`src/rtl/uart_ram_loader_pkg.sv`:
```
// Shared definitions for the UART boot loader: bus widths, loader state
// encoding and default sizing constants.
package uart_ram_loader_pkg;

   localparam int INST_ADDR_BUS      = 32;
   localparam int INST_DATA_BUS      = 32;
   localparam int BYTE_WIDTH         = 8;
   localparam int DEF_RAM_DEPTH      = 4096;
   localparam int DEF_TIMEOUT_CYCLES = 1_000_000;

   typedef enum logic [1:0] {
      S_LEN  = 2'd0,
      S_DATA = 2'd1,
      S_DONE = 2'd2,
      S_ERR  = 2'd3
   } loader_state_e;

endpackage

```
`src/rtl/uart_ram_loader_byte_word_packer.sv`:
```
// Packs a byte stream into little-endian 32-bit words; word_valid_o fires
// combinationally with the 4th byte so the caller can register the write.
module byte_word_packer
   import uart_ram_loader_pkg::*;
(
   input  logic                     clk_i,
   input  logic                     rst_n_i,
   input  logic                     clr_i,
   input  logic                     byte_valid_i,
   input  logic [BYTE_WIDTH-1:0]    byte_i,
   output logic [INST_DATA_BUS-1:0] word_o,
   output logic                     word_valid_o,
   output logic [1:0]               byte_cnt_o
);

   localparam int PART_W = INST_DATA_BUS - BYTE_WIDTH;

   logic [PART_W-1:0] partial_q;
   logic [1:0]        cnt_q;

   // New bytes enter at the top and shift down, so after three bytes the
   // oldest one sits in [7:0].
   always_ff @(posedge clk_i or negedge rst_n_i) begin
      if (!rst_n_i) begin
         partial_q <= '0;
         cnt_q     <= 2'd0;
      end else if (clr_i) begin
         partial_q <= '0;
         cnt_q     <= 2'd0;
      end else if (byte_valid_i) begin
         partial_q <= {byte_i, partial_q[PART_W-1:BYTE_WIDTH]};
         cnt_q     <= cnt_q + 2'd1;
      end
   end

   assign word_o       = {byte_i, partial_q};
   assign word_valid_o = byte_valid_i && !clr_i && (cnt_q == 2'd3);
   assign byte_cnt_o   = cnt_q;

endmodule

```
`src/rtl/uart_ram_loader.sv`:
```
// Boot loader: reads a 32-bit word count then that many words from the UART,
// writes them to instruction RAM and releases the core once the image is in.
module uart_ram_loader
   import uart_ram_loader_pkg::*;
#(
   parameter logic [INST_ADDR_BUS-1:0] BASE_ADDR      = 32'h0000_0000,
   parameter int unsigned              RAM_DEPTH      = DEF_RAM_DEPTH,
   parameter int unsigned              TIMEOUT_CYCLES = DEF_TIMEOUT_CYCLES
)(
   input  logic                     clk_i,
   input  logic                     rst_n_i,
   input  logic                     rx_valid_i,
   input  logic [BYTE_WIDTH-1:0]    rx_data_i,
   output logic                     wen_o,
   output logic [INST_ADDR_BUS-1:0] waddr_o,
   output logic [INST_DATA_BUS-1:0] wdata_o,
   output logic                     core_rst_n_o,
   output logic                     busy_o,
   output logic                     done_o,
   output logic                     err_o
);

   localparam logic [31:0] TMO_LAST = 32'(TIMEOUT_CYCLES - 1);
   localparam logic [31:0] DEPTH_W  = 32'(RAM_DEPTH);

   loader_state_e            state;
   logic [31:0]              n_words;
   logic [31:0]              idx;
   logic [31:0]              tmo_cnt;
   logic [INST_DATA_BUS-1:0] pk_word;
   logic                     pk_valid;
   logic [1:0]               pk_cnt;
   logic                     in_frame;
   logic                     timing;
   logic                     tmo_hit;

   assign in_frame = (state == S_LEN) || (state == S_DATA);
   // The idle length phase (no byte yet) may wait forever for a host.
   assign timing   = (state == S_DATA) || ((state == S_LEN) && (pk_cnt != 2'd0));
   assign tmo_hit  = timing && !rx_valid_i && (tmo_cnt == TMO_LAST);

   byte_word_packer u_packer (
      .clk_i        (clk_i),
      .rst_n_i      (rst_n_i),
      .clr_i        (tmo_hit),
      .byte_valid_i (rx_valid_i && in_frame),
      .byte_i       (rx_data_i),
      .word_o       (pk_word),
      .word_valid_o (pk_valid),
      .byte_cnt_o   (pk_cnt)
   );

   always_ff @(posedge clk_i or negedge rst_n_i) begin
      if (!rst_n_i)                   tmo_cnt <= '0;
      else if (rx_valid_i || !timing) tmo_cnt <= '0;
      else                            tmo_cnt <= tmo_cnt + 32'd1;
   end

   always_ff @(posedge clk_i or negedge rst_n_i) begin
      if (!rst_n_i) begin
         state        <= S_LEN;
         n_words      <= '0;
         idx          <= '0;
         wen_o        <= 1'b0;
         waddr_o      <= BASE_ADDR;
         wdata_o      <= '0;
         core_rst_n_o <= 1'b0;
      end else begin
         wen_o <= 1'b0;
         case (state)
            S_LEN: begin
               if (tmo_hit) begin
                  state <= S_ERR;
               end else if (pk_valid) begin
                  n_words <= pk_word;
                  idx     <= '0;
                  if (pk_word == 32'd0) begin
                     state        <= S_DONE;
                     core_rst_n_o <= 1'b1;
                  end else if (pk_word > DEPTH_W) begin
                     state <= S_ERR;
                  end else begin
                     state <= S_DATA;
                  end
               end
            end
            S_DATA: begin
               if (tmo_hit) begin
                  state <= S_ERR;
               end else if (pk_valid) begin
                  wen_o   <= 1'b1;
                  wdata_o <= pk_word;
                  waddr_o <= BASE_ADDR + {idx[29:0], 2'b00};
                  idx     <= idx + 32'd1;
                  if (idx == n_words - 32'd1) begin
                     state        <= S_DONE;
                     core_rst_n_o <= 1'b1;
                  end
               end
            end
            S_DONE:  core_rst_n_o <= 1'b1;
            S_ERR:   core_rst_n_o <= 1'b0;
            default: state <= S_ERR;
         endcase
      end
   end

   assign busy_o = timing;
   assign done_o = (state == S_DONE);
   assign err_o  = (state == S_ERR);

endmodule

```
`config.mk`:
```
export PLATFORM = sky130hd
export DESIGN_NAME = uart_ram_loader
export DESIGN_NICKNAME = d
export VERILOG_FILES = /design/src/rtl/uart_ram_loader_pkg.sv /design/src/rtl/uart_ram_loader_byte_word_packer.sv /design/src/rtl/uart_ram_loader.sv
export SDC_FILE = /design/constraint.sdc
export NUM_CORES = 1
export LEC_CHECK = 0
export CAP_MARGIN = 30
export CELL_PAD_IN_SITES_DETAIL_PLACEMENT = 0
export CELL_PAD_IN_SITES_GLOBAL_PLACEMENT = 1
export CORE_ASPECT_RATIO = 0.8
export CORE_MARGIN = 10
export CORE_UTILIZATION = 46
export CTS_CLUSTER_DIAMETER = 120
export DETAILED_ROUTE_END_ITERATION = 10
export PLACE_DENSITY_LB_ADDON = 0.1
export SLEW_MARGIN = 20
export SYNTH_ARGS = -nofsm -noshare
export SYNTH_HDL_FRONTEND = slang
export SYNTH_SLANG_ARGS = --single-unit
```
`constraint.sdc`:
```
create_clock -name clk_i -period 3.3 [get_ports clk_i]
set_input_delay 0.825 -clock clk_i [delete_from_list [all_inputs] [get_ports clk_i]]
set_output_delay 0.825 -clock clk_i [all_outputs]
set_load 0.03 [all_outputs]
```
==> After elaboration in Yosys (flattened, before gate mapping) <==
Index checks and enable logic that the tools add are counted.
{ "word_totals": {"input_bits": 11, "elab_cells": 81, "regBits": 188, "output_inout_bits": 69} }
{ "op_classes": {"n_reduce_logical": 22, "mux": 28, "n_bitwise": 1, "order_cmp": 1, "n_eq_ne": 15, "n_addsub": 4} }
{ "ops": {"columns": ["cell", "n"], "rows": [
  ["$mux W32", 5],
  ["$add A32 B1 Y32 const B", 2],
  ["$pmux W32 S2", 1],
  ["$mux W24", 2],
  ["$eq A32 B20 Y1 const B", 1],
  ["$eq A32 B32 Y1", 1],
  ["$gt A32 B13 Y1 const B", 1],
  ["$logic_not A32 Y1", 1],
  ["$sub A32 B1 Y32 const B", 1],
  ["$mux W2", 9],
  ["$mux W1", 9],
  ["$ne A2 B2 Y1 const B", 4],
  ["$eq A2 B2 Y1 const B", 3],
  ["$logic_and A1 B1 Y1", 6],
  ["$ne A3 B2 Y1 const B", 2],
  ["$reduce_and A3 Y1", 2],
  ["$reduce_and A6 Y1", 1],
  ["$reduce_bool A2 Y1", 3],
  ["$reduce_and A5 Y1", 1],
  ["$ne A2 B1 Y1 const B", 2],
  ["$pmux W1 S4", 1],
  ["$pmux W2 S2", 1],
  ["$reduce_and A4 Y1", 1],
  ["$logic_not A1 Y1", 3],
  ["other kinds (6)", 8]
]} }

==> Depth between registers and ports, before layout <==
Gate-level depths: netlist of the first run.
{ "depth": {"depth_word": 11, "ltp_mapped": 11, "mapped_depth_nobuf": 10} }

==> Modules after synthesis <==
A second synthesis of the first run with hierarchy kept.
{ "hier_totals": {"cells_unflattened": 982, "hier_area_um2": 9301.4} }
{ "modules_own_cells": {"columns": ["mod", "seq_area_each_um2", "n_inst", "cells_each", "area_each_um2"], "rows": [
  ["uart_ram_loader", 4053.9, 1, 887, 8145.3],
  ["byte_word_packer", 650.6, 1, 95, 1156.1]
]} }

==> Least setup slack after synthesis of the first run <==
Ideal clock, no wire load.
{ "synth_timing": {"path_type": "reg-to-reg", "from": "reg n_words[0]", "to": "reg state[0]", "path_stages_with_launch": 12, "synth_period_minus_slack_ns": 2.730, "arrival_ns": 2.608, "required_time_ns": 3.178, "setup_slack_ns": 0.570, "path_buffers": 1, "setup_ns": 0.122, "path_cell_list": "dfrtp_1 -> inv_1 -> ha_1 -> or4b_2 -> clkbuf_1 -> xnor2_1 -> nand3_1 -> a211oi_2 -> a211oi_1 -> a2111oi_4 -> nand4_2 -> a2bb2oi_1"} }
{ "synth_between": {"elab_chain_cells": 4} }
{ "synth_lines": {"columns": ["element", "line", "rtl"], "rows": [
  ["start, declared", "uart_ram_loader.sv:27", "logic [31:0] n_words;"],
  ["start signal, assigned", "uart_ram_loader.sv:75", "n_words <= pk_word;"],
  ["$sub A32 B1 Y32", "uart_ram_loader.sv:95", "if (idx == n_words - 32'd1) begin"],
  ["$eq A32 B32 Y1", "uart_ram_loader.sv:95", null],
  ["$ne A3 B1 Y1 (no source line)", null, null],
  ["$reduce_and A4 Y1 (no source line)", null, null],
  ["end signal, assigned", "uart_ram_loader.sv:89", "state <= S_ERR;"],
  ["end signal, assigned", "uart_ram_loader.sv:96", "state <= S_DONE;"],
  ["end signal, assigned", "uart_ram_loader.sv:103", "default: state <= S_ERR;"],
  ["end, declared", "uart_ram_loader.sv:26", "loader_state_e state;"]
]} }
No other way between the ends.
A chain may end at the register's enable or synchronous reset.

==> Final worst setup path of the first run <==
{ "layout_timing": {"from": "reg n_words[5]", "to": "reg state[0]"} }
Same word-level chain as after synthesis.

==> results of run 1 <==
-- cells by family after synthesis --
logic type      count (synthesis)
other cells                     1
mux                            92
compound gates                 82
buf+inv                        55
fa+ha+maj                       5
xor+xnor                       93
simple gates                  349
flops                         188
-- area by class of cell --
type / count / area share, %
Clock inverter: 12 / 1.53
Clock buffer: 19 / 4.00
Sequential cell: 188 / 43.5
Tap cell: 258 / 2.98
Multi-Input combinational cell: 623 / 38.8
Timing Repair Buffer: 95 / 8.75
Inverter: 15 / 0.520
-- synth_stat cells, types with 2 or more instances --
master and count:
a21oi_1 37, a31oi_1 5, and2_1 6, and3_1 14, and4_1 6, buf_1 10
buf_2 3, buf_4 2, clkbuf_1 23, dfrtp_1 188, ha_1 5, inv_1 15
mux2_2 90, mux2i_1 2, nand2_1 100, nand2b_1 7, nand3_1 32, nand3b_1 3
nand4_1 12, nor2_1 86, nor2b_1 3, nor3_1 28, nor4_1 22, nor4_2 2
nor4b_1 5, o21a_1 5, o21ai_0 22, o31ai_1 3, or2_2 2, or3_1 6
or4_1 4, xnor2_1 43, xor2_1 50
-- sequential cells by signal, indices dropped and copies added (netlist names) --
signal               cells
tmo_cnt                 32
u_packer.byte_cnt_o      2
core_rst_n_o             1
wen_o                    1
idx                     32
waddr_o                 30
wdata_o                 32
n_words                 32
state                    2
u_packer.partial_q      24
-- power by group --
part	total [mW]	switching (mW)	leakage, nW	internal [mW]
logic	2.79	1.52	1.98	1.26
clock network	2.12	0.917	0.291	1.20
registers	3.33	0.555	2.48	2.78
total	8.24	3.00	4.75	5.25
-- timing repair --
item	CTS	global route
hold endpoints to repair	0	0
resized for setup	0	1
endpoints found under the setup margin	0	1
buffers inserted	0	0
-- worst max path at each step --
stage	slack [ns]	to	cells past startpoint	start
after floorplan	0.57	state[0]$_DFFE_PN0P_	11	n_words[0]$_DFFE_PN0P_
after global placement	0.16	idx[27]$_DFFE_PN0P_	10	rx_valid_i
after detailed placement	0.09	idx[29]$_DFFE_PN0P_	10	rx_valid_i
after CTS	0.19	state[0]$_DFFE_PN0P_	10	n_words[0]$_DFFE_PN0P_
after global routing	0.11	state[0]$_DFFE_PN0P_	8	n_words[5]$_DFFE_PN0P_
final	0.28	state[0]$_DFFE_PN0P_	8	n_words[5]$_DFFE_PN0P_
-- layer usage --
layer | vias to the layer above | track usage [%]
met1 | 3324 | 25.5
met3 | 12 | 4.43
met2 | 113 | 26.0
met4 | 0 | 3.50
li1 | 3143 | -
met5 | - | 0
-- worst reg2reg max path, delay by kind of cell (launching register included) --
family	cells	cell delay, ns
AND/OR/NAND/NOR	4	1.59
AO/OA/AOI/OAI	4	0.83
flip-flops	1	0.49
==> run_results.csv, run 1 <==
group,metric,value,unit
place,placed_cell_area,10200,um^2
worst_setup_path,crit_family,"simple AND/OR/NAND/NOR gates",
yosys,synth-async-reset-ratio,100,%
worst_setup_path,critPathLaunchType,"register",
finish,layout.nets,956,
grt,grt_max_degree,74,
finish,finish.utilization,56.4,%
clock_tree,clk_pin_slew,0.07,ns
clock_tree,cts_buffers,17,
detailed_routing,ant_nets,0,
floorplan,die_w,177,um
clock_tree,clock_latency,0.43,ns
yosys,ys_top_cells_by_area,"dfrtp_1 52%, mux2_2 11%, xor2_1 4.8%",
sta,fin_ws,0.283,ns
place,hpwl,16.3,mm
detailed_routing,met1_length,11.1,mm
finish,multi_input_area,4200,um^2
yosys,synth_top_family_by_area,"simple AND/OR/NAND/NOR gates",
finish,fin_cells,1210,
finish,insertedDiodeCount,0,
detailed_routing,met3_wirelength,1.11,mm
floorplan,die-height,146,um
clock_tree,cts-hold-fix-buffers,0,
finish,final_cell_mix,"188 x dfrtp_1, 99 x nand2_1, 90 x mux2_2",
grt,grt_overflow,0,
yosys,synth_cells,865,
worst_setup_path,worst_ep_required_time,3.61,ns
sta,worstMarginPinSlew,0.637,ns
floorplan,rows,45,
yosys,dominantRegCellSynth,"dfrtp_1",
worst_setup_path,r2r_cells,8,
yosys,synth_mux_area_share,11.3,%
yosys,synth_seq_cells,188,
clock_tree,clock-root-buffer,"clkbuf_16",
finish,area_delta_synth_final,18.9,%
yosys,yosysTopAreaCell,"dfrtp_1",
yosys,synth-compound-area-share,5.52,%
detailed_routing,met2WireLength,9.89,mm
grt,grtUsageTotal,17.6,%
worst_setup_path,cp_max_fo,10,
detailed_routing,routed_wl,22.2,mm
finish,fillers,1669,
yosys,synthAdderAreaFrac,0.687,%
yosys,syn-cell-area,9110,um^2
job,maxCapViolCount,0,
sta,setup_viol,0,
yosys,synth.distinct_cells,57,
floorplan,boundaryPins,80,
sta,final.period_utilization,91.4,%
worst_hold_path,hp-class,"input port to asynchronous set/reset pin",
grt,grt_pass1_vias,6635,
worst_setup_path,r2r_end,"state[0]$_DFFE_PN0P_",
power,p_total,8.24,mW
sta,fin_crit,3.02,ns
detailed_routing,first_pass_iters,5,
finish,regArea,4700,um^2
yosys,yosys.area_share.simple,19.3,%
place,routabilityCongestion,0.885,
floorplan,start_util,47.4,%
sta,fin_tns_setup,0,ns
worst_setup_path,rrSetupSlack,0.28,ns
floorplan,core,19200,um^2
place,portBuffers,77,
worst_setup_path,end_kind,"register",
worst_setup_path,crit_arrival,3.33,ns
finish,design_area,10800,um^2
sta,fmax,331,MHz
power,ir_drop,0.426,mV
detailed_routing,wire_per_inst,18.4,um
yosys,synthXorXnorAreaFrac,8.94,%
worst_setup_path,crit_chain,"nor4_4 -> nand4_4 -> or4_4 -> a211oi_2 -> a211oi_1 -> a2111oi_4 -> nand4_2 -> a2bb2oi_1",
place,dp_cells,1179,
detailed_routing,viasPerCell,5.45,
grt,grt_pass1_wl,36.9,mm
yosys,synth-edff-count,0,
sta,finalHoldViolations,0,
floorplan,dieArea,25900,um^2
status,outcome,"finished clean",
clock_tree,htree_levels,4,
clock_tree,clkSinkCount,188,
place,dp_slack,0.0929,ns
power,p_per_area,761,nW/um^2
worst_setup_path,reg2reg_from,"n_words[5]$_DFFE_PN0P_",
yosys,ys_seq_area_share,51.7,%
yosys,avgSynthCellArea,10.5,um^2
finish,drive_above_1_share,16.6,%
grt,antenna_found_initial,0,
yosys,yosysWarningCount,0,
worst_setup_path,cpMaxStageDelayCell,"nor4_4",
finish,mostFrequentLayoutCell,"dfrtp_1",
detailed_routing,vias,6592,
clock_tree,cts_buffer_depth,2,
clock_tree,cts_tree,"yes",
sta,rsz0062_at_grt,"no",
worst_setup_path,critPathKind,"register to register",
yosys,synth.top_cell.area_share,51.7,%
power,leakage,4.75,nW
worst_setup_path,cpPeakStageDelay,0.56,ns
worst_setup_path,worst-path-buf-inv,0,
detailed_routing,drtIter0Drc,514,
sta,relSlewSlack,57.1,%
detailed_routing,drc,0,
sta,holdWs,0.399,ns
detailed_routing,dr.max_layer_used,"met4",
sta,fin_skew,0.00977,ns
sta,drv_slew,0,
(Power assumes the default switching activity.)
==> run 2: changes to the inputs <==
Settings changed: CORE_UTILIZATION 46 to 50.
Clock period 3.3 ns to 3.9 ns, I/O delays scaled along.
==> run_results.csv, run 2 (synthesis results as in run 1) <==
group,metric,value,unit
worst_hold_path,hp-class,"register to register",
worst_setup_path,crit_cells,10,
floorplan,start_util,50.6,%
clock_tree,cts_tree,"yes",
worst_setup_path,cpPeakStageDelay,0.79,ns
finish,design_area,10700,um^2
worst_setup_path,cp_max_fo,8,
floorplan,die-height,141,um
floorplan,core,18000,um^2
worst_setup_path,critPathKind,"register to register",
worst_setup_path,crit_arrival,3.56,ns
worst_setup_path,cpMaxStageDelayCell,"or4b_2",
sta,finalHoldViolations,0,
sta,fmax,308,MHz
worst_setup_path,crit_chain,"inv_1 -> ha_1 -> or4b_2 -> nor4b_1 -> o21a_1 -> o21ai_0 -> a21oi_1 -> and4_1 -> nand4_2 -> a2bb2oi_1",
finish,layout.nets,950,
sta,rsz0062_at_grt,"no",
power,ir_drop,0.436,mV
finish,drive_above_1_share,16.3,%
floorplan,dieArea,24000,um^2
clock_tree,clock-root-buffer,"clkbuf_16",
sta,worstMarginPinSlew,0.757,ns
sta,fin_tns_setup,0,ns
finish,final_cell_mix,"188 x dfrtp_1, 99 x nand2_1, 90 x mux2_2",
worst_setup_path,worst-path-buf-inv,1,
sta,fin_skew,0.0101,ns
worst_setup_path,reg2reg_from,"n_words[0]$_DFFE_PN0P_",
sta,setup_viol,0,
grt,grt_overflow,0,
finish,mostFrequentLayoutCell,"dfrtp_1",
detailed_routing,viasPerCell,5.65,
detailed_routing,ant_nets,0,
floorplan,rows,44,
detailed_routing,drc,0,
detailed_routing,first_pass_iters,5,
clock_tree,htree_levels,4,
clock_tree,clock_latency,0.44,ns
sta,relSlewSlack,49.5,%
worst_setup_path,end_kind,"register",
grt,grtUsageTotal,18.3,%
clock_tree,cts_buffer_depth,2,
place,placed_cell_area,10100,um^2
power,leakage,4.71,nW
floorplan,die_w,171,um
worst_hold_path,min_from,"waddr_o[15]$_DFFE_PN0P_",
grt,grt_pass1_vias,6499,
finish,finish.utilization,59.6,%
sta,final.period_utilization,83.2,%
grt,grt_max_degree,84,
worst_setup_path,worst_ep_required_time,4.22,ns
place,hpwl,15.5,mm
finish,insertedDiodeCount,0,
power,p_total,6.92,mW
detailed_routing,drtIter0Drc,560,
worst_setup_path,r2r_end,"state[0]$_DFFE_PN0P_",
sta,fin_crit,3.24,ns
grt,grt_pass1_wl,35.4,mm
place,routabilityCongestion,0.874,
detailed_routing,vias,6652,
worst_setup_path,cp-endpoint,"state[0]$_DFFE_PN0P_",
clock_tree,clkSinkCount,188,
clock_tree,clk_pin_slew,0.07,ns
clock_tree,cts_resized,0,
place,portBuffers,77,
job,maxCapViolCount,0,
floorplan,boundaryPins,80,
clock_tree,cts_buffers,17,
finish,area_delta_synth_final,17.9,%
detailed_routing,routed_wl,21.6,mm
detailed_routing,wire_per_inst,18.4,um
clock_tree,postCtsSetupRepairBufs,0,
sta,drv_slew,0,
grt,antenna_found_initial,0,
status,outcome,"finished clean",
clock_tree,cts-hold-fix-buffers,0,
power,p_per_area,644,nW/um^2
worst_setup_path,setup.worst_path.start,"n_words[0]$_DFFE_PN0P_",
worst_setup_path,critPathLaunchType,"register",
worst_setup_path,rrSetupSlack,0.66,ns
worst_setup_path,r2r_cells,10,
worst_setup_path,crit_family,"simple AND/OR/NAND/NOR gates",
-- run 2: cell types whose count changed in the layout (fill, tap and decap cells not counted) --
| cell | change |
|---|---|
| or4b_4 | -1 |
| inv_6 | +3 |
| buf_4 | -6 |
| clkinvlp_4 | +1 |
| buf_8 | +1 |
| clkinv_2 | -1 |
| bufinv_16 | -1 |
| clkinv_4 | -1 |
| clkbuf_8 | +1 |
| buf_12 | -1 |
| or4b_2 | +1 |
| clkbuf_1 | -1 |
-- run 2: final cells by class --
type	count	area [um^2]
Clock buffer	19	443
Tap cell	230	288
Multi-Input combinational cell	623	4190
Sequential cell	188	4700
Inverter	15	56.3
Timing Repair Buffer	89	897
Clock inverter	13	155
Fill cell	1542	7260
-- run 2: metal layers --
layer / routed length [um] / part of all wire (%) / GRT usage [%]
met4: 194 / 0.90 / 3.97
met1: 10400 / 48 / 26.6
met3: 1370 / 6.3 / 4.49
met5: 0 / 0 / 0
met2: 9640 / 45 / 26.9
-- run 2: power breakdown --
| group | switching, mW | internal (mW) | leakage [nW] | total (mW) |
|---|---|---|---|---|
| clock | 0.801 | 0.980 | 0.289 | 1.78 |
| combinational | 1.26 | 1.04 | 1.94 | 2.30 |
| sequential | 0.486 | 2.35 | 2.48 | 2.84 |
| total | 2.54 | 4.37 | 4.71 | 6.92 |
-- run 2: how the worst min path moves through the flow --
stage / end / slack (ns) / depth (start not counted)
5_1_grt: wdata_o[0]$_DFFE_PN0P_ / 0.53 / 1
6_report: waddr_o[15]$_DFFE_PN0P_ / 0.48 / 2
3_5_place_dp: waddr_o[15]$_DFFE_PN0P_ / 0.47 / 2
2_1_floorplan: tmo_cnt[0]$_DFF_PN0_ / 0.45 / 1
3_3_place_gp: waddr_o[15]$_DFFE_PN0P_ / 0.47 / 2
4_1_cts: waddr_o[15]$_DFFE_PN0P_ / 0.49 / 2
-- run 2: worst reg2reg max path, delay by kind of cell (launching register included) --
kind / cells / cell delay (ns)
flip-flops: 1 / 0.46
AND/OR/NAND/NOR: 4 / 1.56
adder cells (fa/ha/maj): 1 / 0.34
AO/OA/AOI/OAI: 4 / 0.66
buffers and inverters: 1 / 0.11
-- run 2: through the flow --
| stage | cells | hold slack [ns] | setup WS [ns] |
|---|---|---|---|
| global route | 1177 | 0.526 | 0.591 |
| global placement | 1144 | 0.468 | 0.569 |
| floorplan | 866 | 0.455 | 1.16 |
| CTS | 1176 | 0.487 | 0.719 |
| detailed placement | 1144 | 0.472 | 0.458 |
| finish | 1177 | 0.482 | 0.657 |
==> run 3: changes to the inputs <==
Settings changed: CORE_UTILIZATION 50 to 42.
Clock period 3.9 ns to 2.8 ns, I/O delays scaled along.
==> run_results.csv, run 3 (synthesis results as in run 1) <==
group,metric,value,unit
grt,grt.met3_usage,3.55,%
sta,drv_slew,0,
sta,fin_skew,0.0190,ns
clock_tree,clock-root-buffer,"clkbuf_16",
clock_tree,cts_buffer_depth,2,
grt,antenna_found_initial,0,
clock_tree,clk_pin_slew,0.07,ns
finish,fin_cells,1271,
worst_setup_path,critPathLaunchType,"register",
worst_setup_path,critPathKind,"register to register",
detailed_routing,drc,0,
detailed_routing,wire_per_inst,18.4,um
place,routabilityCongestion,0.851,
finish,fillers,1895,
finish,design_area,11300,um^2
floorplan,die_w,185,um
finish,drive_above_1_share,21.2,%
job,maxCapViolCount,0,
finish,final_cell_mix,"188 x dfrtp_1, 99 x nand2_1, 90 x mux2_2",
floorplan,core,21400,um^2
grt,use_met2,26.2,%
detailed_routing,ant_nets,0,
finish,area_delta_synth_final,23.7,%
clock_tree,clkSinkCount,188,
sta,fin_crit,2.73,ns
clock_tree,clock_latency,0.44,ns
clock_tree,cts_tree,"yes",
grt,grt_pass1_vias,6782,
sta,rsz0062_at_grt,"no",
sta,fmax,367,MHz
grt,grt_overflow,0,
sta,worstMarginPinSlew,0.556,ns
floorplan,start_util,42.5,%
detailed_routing,first_pass_iters,5,
worst_hold_path,hp-class,"input port to asynchronous set/reset pin",
worst_setup_path,r2r_cells,9,
place,portBuffers,77,
floorplan,boundaryPins,80,
status,outcome,"finished clean",
grt,top_usage_layer,"met2",
finish,mostFrequentLayoutCell,"dfrtp_1",
detailed_routing,routed_wl,23.4,mm
power,ir_drop,0.706,mV
clock_tree,cts_buffers,17,
finish,layout.nets,999,
place,dp_slack,-0.165,ns
floorplan,die-height,152,um
worst_setup_path,crit_arrival,3.05,ns
place,placed_cell_area,10600,um^2
sta,finalHoldViolations,0,
floorplan,dieArea,28000,um^2
worst_setup_path,end_kind,"register",
place,dp_cells,1237,
worst_setup_path,worst_ep_required_time,3.12,ns
grt,grt_max_degree,55,
floorplan,rows,48,
finish,insertedDiodeCount,0,
power,p_total,10.0,mW
power,leakage,4.98,nW
grt,grt_pass1_wl,38.0,mm
sta,final.period_utilization,97.3,%
sta,fin_ws,0.0747,ns
sta,setup_viol,0,
clock_tree,htree_levels,4,
worst_setup_path,cp_max_fo,4,
detailed_routing,vias,6762,
detailed_routing,viasPerCell,5.32,
power,p_per_area,890,nW/um^2
grt,grtUsageTotal,17.2,%
place,hpwl,17.4,mm
sta,relSlewSlack,62.4,%
detailed_routing,drtIter0Drc,537,
grt,met1_usage,24.7,%
## run 3: cell count changes in the layout (fill, tap and decap cells not counted), sizes merged
cell,change
clkbuf,-2
inv,+1
dlygate4sd2,+1
clkinvlp,+1
buf,+49
clkdlybuf4s50,-1
## run 3: power by group
group	switching, mW	internal (mW)	leakage (nW)
Clock	1.18	1.37	0.295
Sequential	0.563	3.27	2.48
Combinational	1.96	1.69	2.21
Total	3.70	6.33	4.98
## run 3: critical path, cell delays in order, from the launching register on
cell and delay (ns):
dfrtp_1 0.42, nor4_4 0.44, nand4_1 0.16, buf_4 0.19
nor2_2 0.17, mux2i_1 0.19, o21ai_0 0.17, a2111oi_4 0.44
nand4_2 0.24, a2bb2oi_1 0.19
## run 3: worst paths after layout
| path | startpoint | end | slack [ns] |
|---|---|---|---|
| worst max register to register | n_words[8]$_DFFE_PN0P_ | state[0]$_DFFE_PN0P_ | 0.07 |
| worst max-delay path | n_words[8]$_DFFE_PN0P_ | state[0]$_DFFE_PN0P_ | 0.07 |
| min in group clk_i | waddr_o[15]$_DFFE_PN0P_ | waddr_o[15]$_DFFE_PN0P_ | 0.49 |
| worst min-delay path | rst_n_i | tmo_cnt[18]$_DFF_PN0_ | 0.22 |
| max in group asynchronous | rst_n_i | wdata_o[12]$_DFFE_PN0P_ | 1.88 |
| worst min register to register | waddr_o[15]$_DFFE_PN0P_ | waddr_o[15]$_DFFE_PN0P_ | 0.49 |
## run 3: final cells by class
cell class	instances	area [um^2]	area share [%]
sequential	188	4700	41.8
multi-input combinational	623	4250	37.7
timing repair buffer	138	1290	11.5
clock buffer	17	425	3.78
tap	275	344	3.05
clock inverter	15	198	1.75
inverter	15	56.3	0.500
## run 3: layer usage
layer  wire length [um]  part of all wire, %
met5                  0                    0
met4                149                 0.64
met3               1190                  5.1
met2              10500                   45
met1              11500                   49
## run 3: stage by stage
| step | TNS [ns] | util (%) | hold slack, ns |
|---|---|---|---|
| after global routing | 0 | 52.6 | 0.253 |
| after floorplan | 0 | - | 0.404 |
| after detailed placement | -0.786 | 49.3 | 0.471 |
| after global placement | -0.225 | 49.3 | 0.472 |
| after CTS | 0 | 52.3 | 0.238 |
| final | 0 | 52.6 | 0.221 |
## run 3: timing repair
item                                    4_1_cts  5_1_grt
gates resized for setup                       2        9
endpoints found under the setup margin        2        3
pin swaps                                     0        6
buffers inserted                              0        2
hold buffers                                  0        0
